## src/rtl/riscv_pkg.sv

```systemverilog
// Shared definitions for the microprogrammed control sequencer.
// Holds the data width, the major opcode constants that the dispatch ROMs
// decode, the fetch state enumeration and a small alignment helper.
package riscv_pkg;

    localparam int XLEN = 32;

    localparam logic [6:0] OP_RTYPE  = 7'b0110011;
    localparam logic [6:0] OP_ITYPE  = 7'b0010011;
    localparam logic [6:0] OP_JAL    = 7'b1101111;
    localparam logic [6:0] OP_BRANCH = 7'b1100011;
    localparam logic [6:0] OP_LOAD   = 7'b0000011;
    localparam logic [6:0] OP_STORE  = 7'b0100011;

    typedef enum logic [1:0] {
        IDLE  = 2'd0,
        REQ   = 2'd1,
        FAULT = 2'd2
    } fetch_state_t;

    // Instruction addresses must be word aligned.
    function automatic logic is_aligned(input logic [XLEN-1:0] addr);
        return (addr[1:0] == 2'b00);
    endfunction

endpackage

```

## src/rtl/instr_fetch_unit_if.sv

```systemverilog
// Instruction memory read bus.
//   mem_req   : read request, held until acknowledged
//   mem_addr  : word address, stable while mem_req is high
//   mem_ack   : read data valid this cycle
//   mem_err   : bus error, only meaningful together with mem_ack
//   mem_rdata : returned instruction word
// The fetch unit uses the master modport, the memory model the slave one.
interface instr_fetch_unit_if;
    import riscv_pkg::*;

    logic            mem_req;
    logic [XLEN-1:0] mem_addr;
    logic            mem_ack;
    logic            mem_err;
    logic [XLEN-1:0] mem_rdata;

    modport master (
        output mem_req,
        output mem_addr,
        input  mem_ack,
        input  mem_err,
        input  mem_rdata
    );

    modport slave (
        input  mem_req,
        input  mem_addr,
        output mem_ack,
        output mem_err,
        output mem_rdata
    );

endinterface

```

## src/rtl/fetch_timeout.sv

```systemverilog
// Wait-cycle counter for an outstanding instruction fetch.
//   clk, rst_n : clock and asynchronous active-low reset
//   clr        : synchronous clear, takes priority over en
//   en         : count one cycle spent waiting
//   tc         : the current cycle is the LIMIT-th waiting cycle
module fetch_timeout #(
    parameter int LIMIT = 255
) (
    input  logic clk,
    input  logic rst_n,
    input  logic clr,
    input  logic en,
    output logic tc
);

    localparam int W = $clog2(LIMIT + 1);
    localparam logic [W-1:0] LAST = W'(LIMIT - 1);

    logic [W-1:0] count;

    // count holds the number of waiting cycles already completed, so the
    // cycle being spent now is number count+1; it saturates at the last one
    always_ff @(posedge clk or negedge rst_n) begin
        if (!rst_n) begin
            count <= '0;
        end else if (clr) begin
            count <= '0;
        end else if (en && (count != LAST)) begin
            count <= count + 1'b1;
        end
    end

    assign tc = (count == LAST);

endmodule

```

## src/rtl/instr_fetch_unit.sv

```systemverilog
// Instruction fetch unit: owns the PC and the instruction register.
//   clk, rst_n      : clock and asynchronous active-low reset
//   fetch_req       : start a fetch at the current PC
//   pc_load         : redirect the PC to pc_target
//   pc_target       : redirect address (must be word aligned)
//   mem             : instruction memory read bus (master side)
//   instr           : IR contents; op/rd/rs1/rs2/funct3/funct7 are slices
//   pc, old_pc      : next fetch address / address of the word in IR
//   ir_valid        : single-cycle flag, IR was just loaded
//   busy            : fetch in flight
//   fault           : sticky fetch fault, cleared only by reset
module instr_fetch_unit
    import riscv_pkg::*;
#(
    parameter logic [XLEN-1:0] RESET_PC = 32'h0000_0000,
    parameter int              TIMEOUT  = 255
) (
    input  logic            clk,
    input  logic            rst_n,
    input  logic            fetch_req,
    input  logic            pc_load,
    input  logic [XLEN-1:0] pc_target,
    instr_fetch_unit_if.master mem,
    output logic [XLEN-1:0] instr,
    output logic [6:0]      op,
    output logic [4:0]      rd,
    output logic [4:0]      rs1,
    output logic [4:0]      rs2,
    output logic [2:0]      funct3,
    output logic [6:0]      funct7,
    output logic [XLEN-1:0] pc,
    output logic [XLEN-1:0] old_pc,
    output logic            ir_valid,
    output logic            busy,
    output logic            fault
);

    localparam logic [1:0] S_IDLE  = IDLE;
    localparam logic [1:0] S_REQ   = REQ;
    localparam logic [1:0] S_FAULT = FAULT;

    logic [1:0]      state;
    logic            pend_valid;
    logic [XLEN-1:0] pend_target;
    logic            timeout_hit;
    logic            bad_target;
    logic            to_fault;

    generate
        if (TIMEOUT > 0) begin : g_timeout
            fetch_timeout #(.LIMIT(TIMEOUT)) u_timeout (
                .clk   (clk),
                .rst_n (rst_n),
                .clr   (state != S_REQ),
                .en    (state == S_REQ),
                .tc    (timeout_hit)
            );
        end else begin : g_no_timeout
            assign timeout_hit = 1'b0;
        end
    endgenerate

    assign bad_target = pc_load && !is_aligned(pc_target);

    // A misaligned redirect, an acknowledged bus error or running out of
    // wait cycles all end in the sticky fault state. An ack arriving on the
    // last permitted wait cycle still wins over the timeout.
    always_comb begin
        to_fault = 1'b0;
        if (state == S_IDLE) begin
            to_fault = bad_target;
        end else if (state == S_REQ) begin
            to_fault = bad_target
                    || (mem.mem_ack && mem.mem_err)
                    || (!mem.mem_ack && timeout_hit);
        end
    end

    // Main sequencer. In the fault state the IR is forced to zero so the
    // dispatch ROMs see opcode 0 and fall into their default entry. A
    // redirect seen while waiting is kept pending and replaces PC+4 when
    // the word arrives; the latest redirect always wins.
    always_ff @(posedge clk or negedge rst_n) begin
        if (!rst_n) begin
            state        <= S_IDLE;
            pc           <= RESET_PC;
            old_pc       <= RESET_PC;
            mem.mem_addr <= RESET_PC;
            mem.mem_req  <= 1'b0;
            instr        <= '0;
            ir_valid     <= 1'b0;
            busy         <= 1'b0;
            fault        <= 1'b0;
            pend_valid   <= 1'b0;
            pend_target  <= '0;
        end else if (to_fault || (state == S_FAULT)) begin
            state       <= S_FAULT;
            mem.mem_req <= 1'b0;
            busy        <= 1'b0;
            fault       <= 1'b1;
            ir_valid    <= 1'b0;
            instr       <= '0;
            pend_valid  <= 1'b0;
        end else if (state == S_IDLE) begin
            mem.mem_addr <= pc_load ? pc_target : pc;
            ir_valid     <= 1'b0;
            pend_valid   <= 1'b0;
            if (pc_load) begin
                pc <= pc_target;
            end
            if (fetch_req) begin
                state       <= S_REQ;
                mem.mem_req <= 1'b1;
                busy        <= 1'b1;
            end
        end else if (state == S_REQ) begin
            if (mem.mem_ack) begin
                state       <= S_IDLE;
                mem.mem_req <= 1'b0;
                busy        <= 1'b0;
                instr       <= mem.mem_rdata;
                old_pc      <= mem.mem_addr;
                ir_valid    <= 1'b1;
                pend_valid  <= 1'b0;
                if (pc_load) begin
                    pc <= pc_target;
                end else if (pend_valid) begin
                    pc <= pend_target;
                end else begin
                    pc <= mem.mem_addr + 32'd4;
                end
            end else if (pc_load) begin
                pend_valid  <= 1'b1;
                pend_target <= pc_target;
            end
        end else begin
            state <= S_IDLE;
        end
    end

    assign op     = instr[6:0];
    assign rd     = instr[11:7];
    assign funct3 = instr[14:12];
    assign rs1    = instr[19:15];
    assign rs2    = instr[24:20];
    assign funct7 = instr[31:25];

endmodule

```

## src/flat_wrapper.sv

```systemverilog
// flat-port wrapper written by rule: the top's interface ports become plain ports
module instr_fetch_unit_flat import riscv_pkg::*;
#(
    parameter logic [XLEN-1:0] RESET_PC = 32'h0000_0000,
    parameter int              TIMEOUT  = 255
)
  (clk, rst_n, fetch_req, pc_load, pc_target, instr, op, rd, rs1, rs2, funct3, funct7, pc, old_pc, ir_valid, busy, fault, mem_mem_req, mem_mem_addr, mem_mem_ack, mem_mem_err, mem_mem_rdata);
  instr_fetch_unit_if mem_i ();
  input  logic clk;
  input  logic rst_n;
  input  logic fetch_req;
  input  logic pc_load;
  input  logic [XLEN-1:0] pc_target;
  output logic [XLEN-1:0] instr;
  output logic [6:0] op;
  output logic [4:0] rd;
  output logic [4:0] rs1;
  output logic [4:0] rs2;
  output logic [2:0] funct3;
  output logic [6:0] funct7;
  output logic [XLEN-1:0] pc;
  output logic [XLEN-1:0] old_pc;
  output logic ir_valid;
  output logic busy;
  output logic fault;
  output wire logic [$bits(mem_i.mem_req)-1:0] mem_mem_req;
  output wire logic [$bits(mem_i.mem_addr)-1:0] mem_mem_addr;
  input wire logic [$bits(mem_i.mem_ack)-1:0] mem_mem_ack;
  input wire logic [$bits(mem_i.mem_err)-1:0] mem_mem_err;
  input wire logic [$bits(mem_i.mem_rdata)-1:0] mem_mem_rdata;
  assign mem_mem_req = mem_i.mem_req;
  assign mem_mem_addr = mem_i.mem_addr;
  assign mem_i.mem_ack = mem_mem_ack;
  assign mem_i.mem_err = mem_mem_err;
  assign mem_i.mem_rdata = mem_mem_rdata;
  instr_fetch_unit #(.RESET_PC(RESET_PC), .TIMEOUT(TIMEOUT)) u_core (.clk(clk), .rst_n(rst_n), .fetch_req(fetch_req), .pc_load(pc_load), .pc_target(pc_target), .mem(mem_i), .instr(instr), .op(op), .rd(rd), .rs1(rs1), .rs2(rs2), .funct3(funct3), .funct7(funct7), .pc(pc), .old_pc(old_pc), .ir_valid(ir_valid), .busy(busy), .fault(fault));
endmodule
```

## config.mk

```make
export PLATFORM = sky130hd
export DESIGN_NAME = instr_fetch_unit_flat
export DESIGN_NICKNAME = d
export VERILOG_FILES = /design/src/rtl/riscv_pkg.sv /design/src/rtl/instr_fetch_unit_if.sv /design/src/rtl/fetch_timeout.sv /design/src/rtl/instr_fetch_unit.sv /design/src/flat_wrapper.sv
export SDC_FILE = /design/constraint.sdc
export NUM_CORES = 1
export LEC_CHECK = 0
export CAP_MARGIN = 40
export CORE_ASPECT_RATIO = 1.25
export CORE_MARGIN = 3
export CORE_UTILIZATION = 41
export DETAILED_ROUTE_END_ITERATION = 16
export MAX_ROUTING_LAYER = met4
export PLACE_DENSITY = 0.77
export SYNTH_ARGS = -nofsm -noshare
export SYNTH_HDL_FRONTEND = slang
export SYNTH_SLANG_ARGS = --single-unit
```

## constraint.sdc

```tcl
create_clock -name clk -period 5.27 [get_ports clk]
set_input_delay 0.527 -clock clk [delete_from_list [all_inputs] [get_ports clk]]
set_output_delay 0.527 -clock clk [all_outputs]
set_load 0.005 [all_outputs]
```

Word level (Yosys, flattened, before mapping):

Cells that the tools add are included.

* input bits: 70
* register bits after elaboration: 174
* output and inout bits: 164
* logic and storage cells: 85

* eq/ne operators: 8
* reductions and logical operators: 28
* bitwise logic cells: 3
* muxes and demuxes: 33
* $add $sub $neg: 2

Operator list (count)
* 2-to-1 mux 32 bit: 10
* adder 32 x 3 -> 32 bit (second input constant): 1
* 2-to-1 mux 1 bit: 16
* 2-to-1 mux 8 bit: 2
* 2-to-1 mux 2 bit: 5
* nonzero test 2 bit: 5
* AND reduction 3 bit: 3
* adder 8 x 1 -> 8 bit (second input constant): 1
* equality test 8 bit (second input constant): 1
* != test 8 bit (second input constant): 1
* AND reduction 2 bit: 4
* nonzero test 3 bit: 2
* AND reduction 5 bit: 1
* logical AND 1 bit: 4
* zero test 2 bit: 2
* != test 2 x 1 -> 1 bit (second input constant): 2
* != test 4 x 2 -> 1 bit (second input constant): 1
* AND reduction 4 bit: 1
* nonzero test 4 bit: 1
* logical OR 1 bit: 3
* != test 3 x 2 -> 1 bit (second input constant): 1
* NOT 1 bit: 3
* equality test 2 x 1 -> 1 bit (second input constant): 1
* equality test 2 bit (second input constant): 1
* zero test 1 bit: 2

Longest topological paths before layout:

* depth after elaboration: 10
* gate-level depth with buffers: 9
* depth with buffers taken out: 7

Modules after synthesis:

From an unflattened synthesis, not the netlist that was laid out.

* cells, all modules: 779
* area, all modules: 8236.6 um^2

Modules (own cells, without submodules)
* instr_fetch_unit: instances 1, area each 7748.7 um^2, cells an instance 729, sequential area each 4154.0 um^2
* fetch_timeout: instances 1, area each 488.0 um^2, cells an instance 50, sequential area each 200.2 um^2

Worst setup path before layout:

No wires, ideal clock.

* path kind: in2reg
* start point: input pc_load
* end point: register u_core.old_pc[21]
* buffers on the path: 2
* stages: 6
* arrival time: 1.770 ns
* slack: 3.376 ns
* required time: 5.145 ns
* setup time: 0.125 ns
* path through: buf_2 > o21a_1 > a211o_4 > nor2_8 > buf_6 > mux2_2

* cells in the longest elaborated chain, start to end: 8

RTL lines
* start: declaration: RTL line flat_wrapper.sv:12 `input logic pc_load;`
* logical AND 1 bit *: RTL line instr_fetch_unit.sv:63 `assign bad_target = pc_load && !is_aligned(pc_target);`
* logical OR 1 bit: RTL line instr_fetch_unit.sv:74 `|| (mem.mem_ack && mem.mem_err)`
* logical OR 1 bit: RTL line instr_fetch_unit.sv:75 `|| (!mem.mem_ack && timeout_hit);`
* 2-to-1 mux 1 bit: RTL line instr_fetch_unit.sv:72 `end else if (state == S_REQ) begin`
* 2-to-1 mux 1 bit *: RTL line instr_fetch_unit.sv:70 `if (state == S_IDLE) begin`
* logical OR 1 bit *: RTL line instr_fetch_unit.sv:96 `end else if (to_fault || (state == S_FAULT)) begin`
* NOT 1 bit (no line) *
* AND reduction 4 bit (no line) *
* end signal: assignment: RTL line instr_fetch_unit.sv:122 `old_pc <= mem.mem_addr;`
* end: declaration: RTL line instr_fetch_unit.sv:32 `output logic [XLEN-1:0] old_pc,`

Mark *: on every way between the ends. The rest lies on a longest branch, timed or not.
A chain may end at the register's enable or synchronous reset.

Final worst setup path:

* start point: register u_core.state[1]
* end point: register u_core.mem.mem_addr[18]

* cells in the longest elaborated chain, start to end: 6
* elaborated cells between the ends (all ways): 8
* classes of those cells: eq/ne (2); mux (2); bitwise (1); reduce/logical (3)

RTL lines
* start: declaration: RTL line instr_fetch_unit.sv:42 `logic [1:0] state;`
* start signal: assignment: RTL line instr_fetch_unit.sv:85 `state <= S_IDLE;`
* start signal: assignment: RTL line instr_fetch_unit.sv:97 `state <= S_FAULT;`
* start signal: assignment: RTL line instr_fetch_unit.sv:112 `state <= S_REQ;`
* equality test 2 x 1 -> 1 bit: RTL line instr_fetch_unit.sv:72
* 2-to-1 mux 1 bit: RTL line instr_fetch_unit.sv:72
* 2-to-1 mux 1 bit: RTL line instr_fetch_unit.sv:70
* logical OR 1 bit: RTL line instr_fetch_unit.sv:96
* NOT 1 bit (no line)
* AND reduction 2 bit (no line) *
* end signal: assignment: RTL line instr_fetch_unit.sv:105 `mem.mem_addr <= pc_load ? pc_target : pc;`
* end: declaration: RTL line instr_fetch_unit_if.sv:19 `output mem_addr,`

Marks and branches as above.

==> out/metrics.cfg <==
[critical_path]
r2r_start = u_core.state[1]
worstSetupEndpoint = u_core.mem.mem_addr[18]
regToRegSetupSlack_ns = 2.63
crit_type = reg -> reg
rr_endpoint = u_core.mem.mem_addr[18]
crit_chain = or2_1 > nor3_4 > buf_4 > nor2_1 > a21oi_1
end_kind = flip-flop
startpoint = u_core.state[1]
worstPathRequired_ns = 5.61
startpoint_type = flip-flop
path_max_fanout = 40
max_stage_delay_ns = 0.75
worst_path_max_delay_cell = nor3_4
reg2reg_depth = 5
arrival_ns = 2.98

[route]
vias_per_cell = 5.271
antenna_left = 0
wirelength_um = 22270
drcViolationCount = 0
routedWlPerCell_um = 17.77
first_iter_violations = 338
drtPass1Iterations = 5
via_count = 6604

[sta]
finalHoldViolCount = 0
setup_tns_ns = 0
final.setup_skew_ns = 0.01176
fin_crit_ns = 2.638
rsz0062_at_grt = false
setup_violations = 0
timing.final.crit_share = 0.5006
worst_pin_slew_ns = 0.9037
hold_ws_ns = 0.4766
clock.fmax_ghz = 0.3791
report.final.slew_viol_count = 0
slew_headroom = 0.3956

[floorplan]
fp.coreArea_um2 = 20250
core.rowCount = 58
fp.dieW_um = 134.9
io_pins = 234
start_util = 0.4206
die_h_um = 167.1
dieArea_um2 = 22550

[finish]
nets = 1044
syn2layout_area_growth_pct = 33.40
final_cell_area_um2 = 11360
layout-drive-gt1-share = 0.1253

[global_routing]
antenna_found_initial = 1
overflow = 0
grt_pass1_wl_um = 35870
grt_max_degree = 105
grt.total_usage = 0.2041
grt_pass1_vias = 6793

[place]
gp_congestion = 0.8362
dpl.hpwl_um = 15670
postPlaceCellArea_um2 = 10750
numPortBuffers = 233

[clocking]
path_clk_slew_ns = 0.07
numCtsBuffers = 17
htreeDepth = 4
cts_root_buf = clkbuf_16
cts_sinks = 174
clockBufferDepth = 2
clkLatencyLatePin_ns = 0.42
cts_tree = done

[yosys]
synth_seq_cells = 174
synth_edf_count = 0
synth_seq_area_share = 0.5113
yosysUniqueCellTypes = 64
netlist_area_um2 = 8516
yosys_warnings = 0
syn-num-nets = 861
async_reset_ff_frac = 1.000
syn_avg_cell_area_um2 = 10.81
yosys_most_used_dff = dfrtp_1
synthCells = 788

[worst_hold_path]
hp-class = reg -> reg
hold-path-cell-count = 1

[power]
p_leak_nw = 4.678
vdd_ir_drop_max_v = 0.0002563
power.density_nw_per_um2 = 456.2

[status]
status = completed

[flow_run]
drv_cap = 0

cells in the mapped netlist (all sizes together), types with 3 or more instances:
master  count  area (um2)
and3        8       51.30
ha          3       37.54
nor4        4       46.29
buf        68       530.5
mux2       61       686.9
o21ai      25       125.1
xor2       23       201.4
inv        10       37.54
a211oi      3       22.52
nand2     102       387.9
xnor2       7       61.31
a22oi      21       157.7
a31oi       6       37.54
or3         3       23.77
and2        5       31.28
clkbuf     10       37.54
nand4      11       102.6
a21oi      78       405.4
mux2i      32       332.8
nand3      15       92.59
nor3       15       101.4
nor2       61       262.8
dfrtp     174        4354
o211ai     15       127.6
area by class of cell:
type / count / area [um2]
clock buffer: 21 / 460.4
sequential: 174 / 4354
timing repair buffer: 242 / 2469
antenna: 1 / 2.502
inverter: 10 / 37.54
clock inverter: 9 / 136.4
fill: 1729 / 8887
tap: 270 / 337.8
multi-input combinational: 526 / 3562
metal layers:
metal | track usage | wire length (um)
met2 | 0.3381 | 11110
met3 | 0.04778 | 1478
met5 | - | 0
met4 | 0.05359 | 291
met1 | 0.2522 | 9387
flip-flops by register name, summed over array words and instances, names as in the netlist:
register                          count
u_core.fault                          1
u_core.g_timeout.u_timeout.count      8
u_core.instr                         32
u_core.ir_valid                       1
u_core.mem.mem_addr                  32
u_core.mem.mem_req                    1
u_core.old_pc                        32
u_core.pc                            32
u_core.pend_target                   32
u_core.pend_valid                     1
u_core.state                          2
placed cells by master, fill, tap and decap left out, drive strengths merged, types with 4 or more instances in the layout:
cell type	n
a21oi	78
nor2	61
and3	8
nor3	15
inv	11
a22oi	21
nand3	15
buf	9
mux2i	32
clkdlybuf4s50	231
dfrtp	174
o211ai	15
nor4	4
clkbuf	22
and2	5
xor2	23
nand4	11
mux2	61
a31oi	6
nand2	102
o21ai	25
xnor2	7
metrics by stage:
step / util / worst slack, ns / power, W / std cells
finish: 0.5611 / 2.632 / 0.005182 / 1253
global route: 0.5611 / 2.418 / 0.005499 / 1253
CTS: 0.5609 / 2.631 / 0.005230 / 1252
detailed placement: 0.5310 / 2.410 / 0.003933 / 1221
global placement: 0.5261 / 2.279 / 0.003867 / 1217
floorplan: - / 3.376 / 0.002850 / 788
report_power, final:
part | switching, W | internal (W) | total (W)
combinational | 0.000639 | 0.00108 | 0.00172
clock | 0.000518 | 0.000769 | 0.00129
sequential | 0.000463 | 0.00172 | 0.00218
total | 0.00162 | 0.00356 | 0.00518
worst min-delay path by stage:
stage / from / end / slack (ns)
after detailed placement: rst_n / u_core.mem.mem_addr[5] / 0.42
after CTS: u_core.fault / u_core.fault / 0.48
after global placement: u_core.fault / u_core.fault / 0.46
final: u_core.fault / u_core.fault / 0.48
after global routing: u_core.fault / u_core.fault / 0.51
after floorplan: rst_n / u_core.fault / 0.23
logic make-up (layout without fill, tap and decap cells):
group | count (synthesis) | in the layout | share of synthesized area
compound gates | 168 | 168 | 0.1252
xor+xnor | 30 | 30 | 0.03085
fa+ha+maj | 3 | 3 | 0.004408
buf+inv | 88 | 282 | 0.07111
flops | 174 | 174 | 0.5113
mux | 93 | 93 | 0.1197
other cells | 0 | 1 | 0
simple gates | 232 | 232 | 0.1374
worst max-delay path, delay by kind of cell, from the launching register on:
kind	cells	cell delay, ns
flip-flops	1	0.57
AO/OA/AOI/OAI	1	0.15
AND/OR/NAND/NOR	3	1.30
buffers and inverters	1	0.51
timing repair:
action,CTS,global route
hold endpoints to repair,22,0
resized for setup,0,0
buffers inserted,0,0
hold buffers,1,0
Note: power is estimated with default switching activity, not from simulation.
